$ cat config.mk
export PLATFORM = sky130hd
export DESIGN_NAME = imem_loader
export DESIGN_NICKNAME = d
export VERILOG_FILES = /design/src/rtl/imem_loader.sv
export SDC_FILE = /design/constraint.sdc
export NUM_CORES = 1
export LEC_CHECK = 0
export CAP_MARGIN = 20
export CORE_MARGIN = 1
export CORE_UTILIZATION = 54
export DETAILED_ROUTE_END_ITERATION = 6
export GPL_TIMING_DRIVEN = 0
export PLACE_DENSITY = 0.78
export SETUP_SLACK_MARGIN = 0.4
export SYNTH_ARGS = -nofsm -noshare
export SYNTH_HDL_FRONTEND = slang
export SYNTH_SLANG_ARGS = --single-unit
export TNS_END_PERCENT = 50
$ cat constraint.sdc
create_clock -name clk -period 2 [get_ports clk]
set_input_delay 0.4 -clock clk [delete_from_list [all_inputs] [get_ports clk]]
set_output_delay 0.4 -clock clk [all_outputs]
set_load 0.01 [all_outputs]
$ cat src/rtl/imem_loader.sv
// rtl/imem_loader.sv - framed byte-stream loader for the writable instruction memory
//
// Accepts a frame [N] [4*N data bytes, MSB first] [C] over a valid/ready
// handshake, where C is the XOR of N and every data byte. Each assembled
// 32-bit word produces a one-cycle write strobe into the instruction memory.
// The processor is held in reset (cpu_hold) until a load ends with a good
// checksum.
//
// Ports:
//   clk       system clock, rising edge
//   reset     synchronous, active-high
//   start     one-cycle pulse that opens a load session (ignored while busy)
//   in_valid  byte-source valid
//   in_data   byte-source data
//   in_ready  loader accepts a byte this cycle (registered)
//   mem_we    one-cycle instruction-memory write strobe
//   mem_addr  word address of the write
//   mem_wd    write data
//   cpu_hold  processor reset/hold request
//   busy      session in progress
//   done      sticky: last session succeeded
//   err       sticky: last session failed (bad count or bad checksum)

module imem_loader #(
  parameter int DEPTH         = 64,
  parameter int AW            = 6,
  parameter bit HOLD_AT_RESET = 1'b1
) (
  input  logic          clk,
  input  logic          reset,
  input  logic          start,
  input  logic          in_valid,
  input  logic [7:0]    in_data,
  output logic          in_ready,
  output logic          mem_we,
  output logic [AW-1:0] mem_addr,
  output logic [31:0]   mem_wd,
  output logic          cpu_hold,
  output logic          busy,
  output logic          done,
  output logic          err
);

  typedef enum logic [2:0] {
    IDLE,
    COUNT,
    DATA,
    CHECK,
    FIN
  } state_t;

  state_t        state;
  state_t        state_next;

  logic [7:0]    csum;
  logic [7:0]    nwords;
  logic [AW-1:0] widx;
  logic [1:0]    bidx;
  logic [23:0]   shreg;   // first three bytes of the word being assembled

  logic          accept;
  logic          count_big;
  logic          last_byte;
  logic          last_word;
  logic [8:0]    widx_p1;

  assign accept    = in_valid && in_ready;
  assign count_big = 32'(in_data) > 32'(DEPTH);
  assign last_byte = (bidx == 2'd3);
  assign widx_p1   = 9'(widx) + 9'd1;
  // Compared in 9 bits so a full DEPTH-word frame ends cleanly on the last index.
  assign last_word = (widx_p1 == {1'b0, nwords});

  always_comb begin
    state_next = state;
    case (state)
      IDLE, FIN: begin
        if (start) state_next = COUNT;
      end
      COUNT: begin
        if (accept) begin
          if (in_data == 8'd0) state_next = CHECK;
          else if (count_big)  state_next = FIN;
          else                 state_next = DATA;
        end
      end
      DATA: begin
        if (accept && last_byte && last_word) state_next = CHECK;
      end
      CHECK: begin
        if (accept) state_next = FIN;
      end
      default: state_next = IDLE;
    endcase
  end

  always_ff @(posedge clk) begin
    if (reset) begin
      state    <= IDLE;
      in_ready <= 1'b0;
      mem_we   <= 1'b0;
      mem_addr <= '0;
      mem_wd   <= 32'd0;
      busy     <= 1'b0;
      done     <= 1'b0;
      err      <= 1'b0;
      cpu_hold <= HOLD_AT_RESET;
      csum     <= 8'd0;
      nwords   <= 8'd0;
      widx     <= '0;
      bidx     <= 2'd0;
      shreg    <= 24'd0;
    end else begin
      state    <= state_next;
      // Ready follows the state being entered, so it is high exactly in
      // COUNT, DATA and CHECK.
      in_ready <= (state_next == COUNT) || (state_next == DATA) ||
                  (state_next == CHECK);
      mem_we   <= 1'b0;

      case (state)
        IDLE, FIN: begin
          if (start) begin
            done     <= 1'b0;
            err      <= 1'b0;
            cpu_hold <= 1'b1;
            busy     <= 1'b1;
            csum     <= 8'd0;
            widx     <= '0;
            bidx     <= 2'd0;
          end
        end
        COUNT: begin
          if (accept) begin
            csum   <= csum ^ in_data;
            nwords <= in_data;
            if (in_data != 8'd0 && count_big) begin
              err  <= 1'b1;
              busy <= 1'b0;
            end
          end
        end
        DATA: begin
          if (accept) begin
            shreg <= {shreg[15:0], in_data};
            csum  <= csum ^ in_data;
            if (last_byte) begin
              mem_we   <= 1'b1;
              mem_addr <= widx;
              mem_wd   <= {shreg, in_data};
              widx     <= widx + AW'(1);
              bidx     <= 2'd0;
            end else begin
              bidx <= bidx + 2'd1;
            end
          end
        end
        CHECK: begin
          if (accept) begin
            busy <= 1'b0;
            if (in_data == csum) begin
              done     <= 1'b1;
              cpu_hold <= 1'b0;
            end else begin
              err      <= 1'b1;
              cpu_hold <= 1'b1;
            end
          end
        end
        default: ;
      endcase
    end
  end

endmodule

==> results by group <==
Run status
  – Outcome: complete, no violations

Power and ir drop
  – P per Cell Area: 671 nW/um2
  – Pleak: 2.25 nW
  – Peak supply drop: 0.000433 V

Setup path
  – Max FO, Critical Path: 5
  – Startpoint Class: flop
  – WS Path Type: flop to flop
  – CP Capture Type: flop
  – CP required: 2.28 ns
  – Critical path arrival: 2.01 ns

GRT
  – GRT Overall Usage: 0.271
  – Vias in the first global route: 3278
  – Initial antenna violation count: 0
  – GRT overflow: 0
  – First-pass GRT wire length: 15700 um
  – Pin count of the biggest net entering global routing: 19

Die
  – Initial Util: 0.565
  – Site Rows: 30
  – Die Wd: 86.8 um
  – Die footprint: 7530 um2
  – Die height: 86.8 um
  – Top Ports: 56
  – Core Box Area: 6870 um2

Synth
  – Syn Nets: 506
  – Mux cell area share after synthesis: 0.0258
  – Synth area leaders: dfxtp_1 49%, nand2_1 13%, a21oi_1 9.5%
  – Post-synth top area share: 0.490
  – Mapped Area: 3880 um2
  – Synth async-reset ratio: 0
  – Simple-gate share of the synthesized area: 0.261
  – Post-synth EDFFs: 0
  – Yosys reg bits: 95
  – Xor and xnor area share after synthesis: 0.0203
  – Count of cell types in the netlist: 43
  – Post-Synth Adder-Cell Area: 0.00645
  – Cells after synthesis: 492
  – Cell taking the most area after synthesis: dfxtp_1
  – Synthesized area per cell: 7.88 um2
  – Compound-cell area share of the yosys netlist: 0.154
  – Seq/Total Area, Yosys: 0.490
  – Largest family of logic cells by synthesized area: simple AND/OR/NAND/NOR gates
  – Top_reg_cell synth: dfxtp_1
  – Yosys warning count: 0

Route
  – Drt total wl: 9920 um
  – DR pass1 iterations: 4
  – WL/cell: 14.9 um
  – Post-DRT Antenna Nets: 0
  – Post-route DRC: 0
  – DRT iter0 DRCs: 241
  – Vias per inst: 5.45
  – Vias: 3616

Placed design
  – Post-DP HPWL: 6700 um
  – DP Cell Count: 641
  – Port buffer count: 53
  – Routability cong.: 0.898

Timing
  – RSZ-0062 raised after global routing: yes
  – Tmin final: 1.73 ns
  – Rel. slew slack: 0.608
  – Final Hold Viols: 0
  – Max Freq: 0.578 GHz
  – Final-report setup violation count: 0
  – Worst Max-Slew Pin Slew: 0.589 ns
  – Slew Limit Fails: 0
  – Tcrit/Tclk final: 0.865
  – Setup skew after layout: 0.00836 ns
  – Setup TNS: 0 ns

Clocking
  – TritonCTS buffer count: 9
  – Later-pin clock latency in the skew report: 0.37 ns
  – CTS tree: yes
  – Clk root buf: clkbuf_8
  – Clock slew at reported path FFs: 0.10 ns
  – Clk sinks: 95
  – Clock Tree Buf Depth: 2
  – H-Tree Depth: 3
  – Hold-fix buffers, CTS: 0

Finish
  – Area Overhead vs Synth: 29.7%
  – Antenna Cells: 0
  – Most frequent standard cell in the layout excluding fill and tap cells: nand2_1
  – Fillers: 562
  – Most frequent cells in the layout: 132 x nand2_1, 88 x dfxtp_1, 74 x a21oi_1
  – Post-route insts no fill: 664
  – Post-Route Utilization: 0.732
  – Final net count: 577
  – Share of cells above drive strength 1: 0.146

Hold path
  – Hold crit path type: input pin to flop

Run
  – Max-cap violations: 0
[registers in the layout, summed over array words and instances, names as in the netlist]
name	flops
bidx	2
busy	1
cpu_hold	1
csum	8
done	1
err	1
in_ready	1
mem_addr	6
mem_wd	32
mem_we	1
nwords	8
shreg	24
state	3
widx	6
[stage by stage]
step	hold slack [ns]	power (mW)	instance area, um2	setup slack (ns)
after floorplan	0.432	2.08	3880	0.327
after global placement	0.442	2.16	4530	-0.354
after detailed placement	0.447	2.16	4530	-0.376
after CTS	0.460	3.36	4890	0.285
after global routing	0.407	3.48	5030	0.201
final	0.409	3.38	5030	0.270
[layout make-up]
cell class                 instances  area (um2)  area share
multi-input combinational        358        1930       0.383
sequential                        95        1910       0.380
timing repair buffer              60         646       0.128
buffer                            34         215      0.0428
clock buffer                       9         124      0.0246
tap                               96         120      0.0239
clock inverter                     7        66.3      0.0132
inverter                           5        18.8     0.00373
[kinds of logic after synthesis]
logic type | Yosys count
compound gates | 105
xor+xnor | 9
fa+ha+maj | 2
buf+inv | 39
flops | 95
mux | 10
simple gates | 232
[timing repair]
item / 4_1_cts / 5_1_grt
setup endpoints to repair: 139 / 101
pin swaps: 4 / 3
setup buffers: 5 / 2
resized for setup: 60 / 54
[final timing paths]
path,from,endpoint,slack [ns],cells past startpoint
setup / recovery,state[2],state[0],0.27,7
hold / removal,in_data[3],shreg[3],0.41,3
setup reg to reg,state[2],state[0],0.27,7
hold reg to reg,mem_wd[15],mem_wd[15],0.46,2
[per-layer routing]
metal  vias to the layer above  track usage  routed length [um]
li1                       1792            -                   -
met1                      1689        0.349                4300
met2                       121        0.459                4770
met3                        14       0.0438                 653
met4                         0        0.103                 198
met5                         -            0                   0
[critical path: stages, from the launching register on]
cell and delay [ns]:
dfxtp_2 0.33, buf_6 0.12, nor3b_4 0.23, and2_4 0.19, buf_6 0.11, nand3_2 0.07
or4_1 0.42, o32ai_2 0.19
[where the power goes]
part / switching, mW / internal, mW
sequential: 0.0128 / 1.90
combinational: 0.148 / 0.0802
clock: 0.749 / 0.482
[cell usage after synthesis (2+ instances only)]
cell type  count
or2_2          2
o21ai_1        3
nor4_1         2
buf_2          7
nand2b_1      14
and4b_1        2
a311oi_1       3
o22ai_1        2
nand2_1      133
nand4_1        2
dfxtp_1       95
and3_1         2
nor2_1        43
nor2b_1        6
a21oi_1       74
xor2_1         5
mux2i_1       10
xnor2_1        4
o211ai_1       2
o32ai_1        7
o21ai_0        6
inv_1          5
nor3_1        10
clkbuf_1      25
nand3_1        8
and2_1         2
ha_1           2
Note: power is estimated with default switching activity, not from simulation.
